`src/rtl/uart_tx_serializer.sv`:
```
// 8N1 UART transmitter fed by a drop-on-full character FIFO.
// There is no upstream ready: pushes are dropped when the FIFO is full, and each drop is counted.
module uart_tx_serializer #(
    parameter int CLKS_PER_BIT = 16,
    parameter int DEPTH        = 16,
    localparam int AW = $clog2(DEPTH),
    localparam int LW = $clog2(DEPTH + 1),
    localparam int CW = $clog2(CLKS_PER_BIT)
) (
    input  logic          clock,
    input  logic          reset,
    input  logic          in_valid,
    input  logic [7:0]    in_ch,
    output logic          tx,
    output logic          busy,
    output logic [LW-1:0] fifo_level,
    output logic [15:0]   overflow_cnt
);

    typedef enum logic [1:0] {IDLE, START, DATA, STOP} state_t;

    state_t        state, state_nxt;
    logic [CW-1:0] bit_cnt, bit_cnt_nxt;
    logic [2:0]    bit_idx, bit_idx_nxt;
    logic [7:0]    shift, shift_nxt;
    logic          tx_p0, tx_p1;

    logic [7:0]    mem [DEPTH];
    logic [AW-1:0] wr_ptr, rd_ptr;
    logic [LW-1:0] level;
    logic [15:0]   ovf_cnt;

    logic pop, push, drop, full, empty, bit_last;

    function automatic logic [15:0] sat_inc(input logic [15:0] v);
        return (v == 16'hFFFF) ? v : v + 16'd1;
    endfunction

    assign empty    = (level == '0);
    assign full     = (level == LW'(DEPTH));
    assign bit_last = (bit_cnt == CW'(CLKS_PER_BIT - 1));
    // A full FIFO still takes a push when the same edge pops its head.
    assign push     = in_valid && (!full || pop);
    assign drop     = in_valid && full && !pop;

    always_comb begin
        state_nxt   = state;
        bit_cnt_nxt = bit_cnt;
        bit_idx_nxt = bit_idx;
        shift_nxt   = shift;
        pop         = 1'b0;
        case (state)
            IDLE: begin
                if (!empty) begin
                    pop         = 1'b1;
                    shift_nxt   = mem[rd_ptr];
                    bit_cnt_nxt = '0;
                    state_nxt   = START;
                end
            end
            START: begin
                if (bit_last) begin
                    bit_cnt_nxt = '0;
                    bit_idx_nxt = 3'd0;
                    state_nxt   = DATA;
                end else begin
                    bit_cnt_nxt = bit_cnt + 1'b1;
                end
            end
            DATA: begin
                if (bit_last) begin
                    bit_cnt_nxt = '0;
                    shift_nxt   = {1'b0, shift[7:1]};
                    if (bit_idx == 3'd7) begin
                        state_nxt = STOP;
                    end else begin
                        bit_idx_nxt = bit_idx + 3'd1;
                    end
                end else begin
                    bit_cnt_nxt = bit_cnt + 1'b1;
                end
            end
            STOP: begin
                if (bit_last) begin
                    bit_cnt_nxt = '0;
                    // Chain straight into the next start bit when more data is waiting.
                    if (!empty) begin
                        pop       = 1'b1;
                        shift_nxt = mem[rd_ptr];
                        state_nxt = START;
                    end else begin
                        state_nxt = IDLE;
                    end
                end else begin
                    bit_cnt_nxt = bit_cnt + 1'b1;
                end
            end
            default: state_nxt = IDLE;
        endcase
    end

    always_comb begin
        case (state_nxt)
            START:   tx_p0 = 1'b0;
            DATA:    tx_p0 = shift_nxt[0];
            default: tx_p0 = 1'b1;
        endcase
    end

    // Stage p1: registered line level, tracking the state entered on this edge.
    always_ff @(posedge clock) begin
        if (reset) begin
            state   <= IDLE;
            bit_cnt <= '0;
            bit_idx <= 3'd0;
            tx_p1   <= 1'b1;
        end else begin
            state   <= state_nxt;
            bit_cnt <= bit_cnt_nxt;
            bit_idx <= bit_idx_nxt;
            tx_p1   <= tx_p0;
        end
    end

    always_ff @(posedge clock) begin
        shift <= shift_nxt;
    end

    always_ff @(posedge clock) begin
        if (reset) begin
            wr_ptr  <= '0;
            rd_ptr  <= '0;
            level   <= '0;
            ovf_cnt <= 16'd0;
        end else begin
            if (push) wr_ptr <= wr_ptr + 1'b1;
            if (pop)  rd_ptr <= rd_ptr + 1'b1;
            case ({push, pop})
                2'b10:   level <= level + 1'b1;
                2'b01:   level <= level - 1'b1;
                default: level <= level;
            endcase
            if (drop) ovf_cnt <= sat_inc(ovf_cnt);
        end
    end

    always_ff @(posedge clock) begin
        if (push && !reset) mem[wr_ptr] <= in_ch;
    end

    assign tx           = tx_p1;
    assign busy         = (state != IDLE) || (level != '0);
    assign fifo_level   = level;
    assign overflow_cnt = ovf_cnt;

endmodule

```
`config.mk`:
```
export PLATFORM = sky130hd
export DESIGN_NAME = uart_tx_serializer
export DESIGN_NICKNAME = d
export VERILOG_FILES = /design/src/rtl/uart_tx_serializer.sv
export SDC_FILE = /design/constraint.sdc
export NUM_CORES = 1
export LEC_CHECK = 0
export ABC_AREA = 0
export CAP_MARGIN = 20
export CORE_AREA = 8 8 118 120
export DETAILED_ROUTE_END_ITERATION = 7
export DIE_AREA = 0 0 126 128
export GPL_TIMING_DRIVEN = 0
export PLACE_DENSITY = 0.83
export SETUP_SLACK_MARGIN = 0.5
export SKIP_LAST_GASP = 1
export SLEW_MARGIN = 20
export SYNTH_ARGS = -nofsm -noshare
export SYNTH_HDL_FRONTEND = slang
export SYNTH_SLANG_ARGS = --single-unit
```
`constraint.sdc`:
```
create_clock -name clock -period 6.9 [get_ports clock]
set_clock_uncertainty 0.05 [all_clocks]
set_input_delay 0.69 -clock clock [delete_from_list [all_inputs] [get_ports clock]]
set_output_delay 0.69 -clock clock [all_outputs]
set_load 0.005 [all_outputs]
```
==> run metrics <==
NetSw 847.6 µW; logic gate share of total power 24.1%; syn avg cell area 14.38 µm²; Synth Flop Type edfxtp_1; most area-consuming cells after synthesis edfxtp_1 (53%), dfxtp_1 (11%), mux4_2 (9.1%); met1 usage 25.01%; Setup TNS 0 ns; postcts setup bufs 0; vias in the first global route 4907; Synth Register Bits 179; remaining antenna violation count after routing 0; CP dominant cell by count clkbuf_1; Starting Density 63.13%; HPWL Detailed 10910 µm; status complete, no violations; Final Hold Viols 0; Total Wirelength 16560 µm; H-tree levels 4; number of inserted diodes 0; die width 126 µm; via count 4872; area of the multi-input gates 0.002626 mm²; GR Layer Usage met2 37.81%; Cells after DPL 718; post-route insts no fill 748; crit path buf inv count 4; Max Cap Viol 0; Max VDD drop 0.2187 mV; CP required 6.16 ns; CP Class flop to primary output; CTS resizes 0; clk sinks 179; WP data arrival 2.60 ns; antenna violations before repair 0; Finish-stage setup viols 0; sequential element share of the synthesized area 64.03%; hold_buf cts 0; Initial DRT Pass Iterations 5; Ys Warns 0; CTS buffer count 17; Max Clk Rate 299.6 MHz; PwrDens 333.8 mW/mm²; ys async rst share 0%; global routing met3 resource utilization 6.073%; Core Area 0.01221 mm²; port bufs 32; worst slack, placed 3.601 ns; clock slew at reported path FFs 0.07 ns; Synth area leader edfxtp_1; Post-Synthesis Cells 536; WL/cell 22.13 µm; critical path cell sequence clkbuf_1 > nor4_4 > and3_1 > clkbuf_1 > inv_1 > clkdlybuf4s50_1; max incr delay on CP 0.66 ns; crit-path leading delay family buffers and inverters; clock latency on the worst-skew pair 0.43 ns; std cell rows 41; Sw Ratio 28.93%; P_leak 2.829 nW; number of remaining DRC errors 0; CTS tree done; Syn Nets 563; hold_ws 0.4254 ns; final period demand of the worst path 3.338 ns; most common cell after layout, fill and taps aside edfxtp_1; Slew Limit Fails 0; Synth top area share 52.60%; Layout Area Growth over Synthesis 13.90%; post-synth cell types 56; placed cell areas 0.008215 mm²; largest net degree at the start of global routing 17; Reg power frac 43.9%; unrepaired setup endpoints after global routing no; total grt overflow 0; clock tree buffer depth 2; Worst Hold Class flop to flop; GRT Max-Usage Layer met2; EDFF count, synth 135; CP Launch Type flop; Design Power 2.930 mW; PnR worst setup slack 3.562 ns; Synth Cell Area 0.007707 mm²; fin crit share 48.38%; number of DRC markers in iteration 0 595; Final nets 614; Die Span Y 128 µm; All-Layer GR Usage 21.71%; first-pass GRT wire length 26390 µm; Worst Tran Pin Value 0.9721 ns; clock share of power 32.0%; Root Driver clkbuf_16; vias per cell 6.513; commonest non-fill, non-tap cells in the layout edfxtp_1 (135), nor2_1 (62), dfxtp_1 (44); fin area 0.008778 mm²; Placer Congestion 0.8717; Sequential Area 0.004935 mm²; # IOs 34; Slew headroom 34.95%; utilization after layout 71.90%; filler cell count 784; cell-internal power 2.082 mW; share of cells above drive strength 1 12.37%; crit end category primary output; CP max-delay cell nor4_4; Crit Path Max Fanout 10; die area 0.01613 mm²
## kinds of logic (layout without fill, tap and decap cells)
| kind of cell | Yosys count | after routing | share of synthesized area, % |
|---|---|---|---|
| and+or+nand+nor | 161 | 161 | 10.68 |
| DFF | 179 | 179 | 64.03 |
| xor gates and xnor gates | 14 | 14 | 1.591 |
| AOI/OAI and AO/OA | 81 | 81 | 7.874 |
| adders and majority gates | 16 | 16 | 2.597 |
| muxes | 48 | 48 | 11.33 |
| buffers and inverters | 37 | 99 | 1.899 |
## power groups by stage
stage               registers [mW]  clock network (mW)  logic [mW]
floorplan                     1.29                   0       0.509
global placement              1.30                   0       0.672
detailed placement            1.31                   0       0.699
CTS                           1.29               0.943       0.707
global route                  1.29               0.981       0.767
finish                        1.29               0.937       0.707
## synthesized netlist by cell type (4+ instances only)
cell type,instances
inv_1,9
mux4_2,31
o21ai_0,11
and3_1,8
nor4_1,4
o31ai_1,6
ha_1,16
buf_2,6
or3_1,10
nand4_1,5
edfxtp_1,135
nor3_1,14
nand3_1,10
xor2_1,4
nor2_1,62
xnor2_1,10
o211ai_1,5
a21oi_1,16
nand2b_1,6
nor2b_1,9
dfxtp_1,44
a221o_1,6
nand3b_1,4
nand2_1,15
clkbuf_1,21
mux2i_1,13
a211oi_1,13
## final timing paths
check	startpoint	to	slack, ns	depth (start not counted)
setup / recovery	fifo_level[2]	busy	3.56	6
hold / removal	bit_cnt[1]	bit_cnt[1]	0.43	2
setup reg to reg	state[0]	mem[10][1]	3.57	7
hold reg to reg	bit_cnt[1]	bit_cnt[1]	0.43	2
## worst min-delay path, stage by stage, from the launching register on
cell and delay, ns:
dfxtp_1 0.32, nand2_1 0.06, a21oi_1 0.05
## per-layer routing
metal | up-vias | wire length, µm
met3 | 38 | 1039
met2 | 196 | 8542
met1 | 2442 | 6584
met5 | - | 0
met4 | 0 | 388
li1 | 2196 | -
## state kept, by name, summed over array words and instances (netlist names), named ones only
register      cells
overflow_cnt     16
rd_ptr            4
mem             128
bit_cnt           4
tx                1
shift             8
state             2
wr_ptr            4
bit_idx           3
fifo_level        5
## layout make-up
cell class	instances	share of cell area, %
inverter	9	0.3848
buffer	28	1.283
sequential	179	56.21
multi-input combinational	320	29.92
clock buffer	18	4.889
clock inverter	12	1.525
timing repair buffer	32	3.649
tap	150	2.138
No activity file was read; power rests on OpenSTA's default activity.
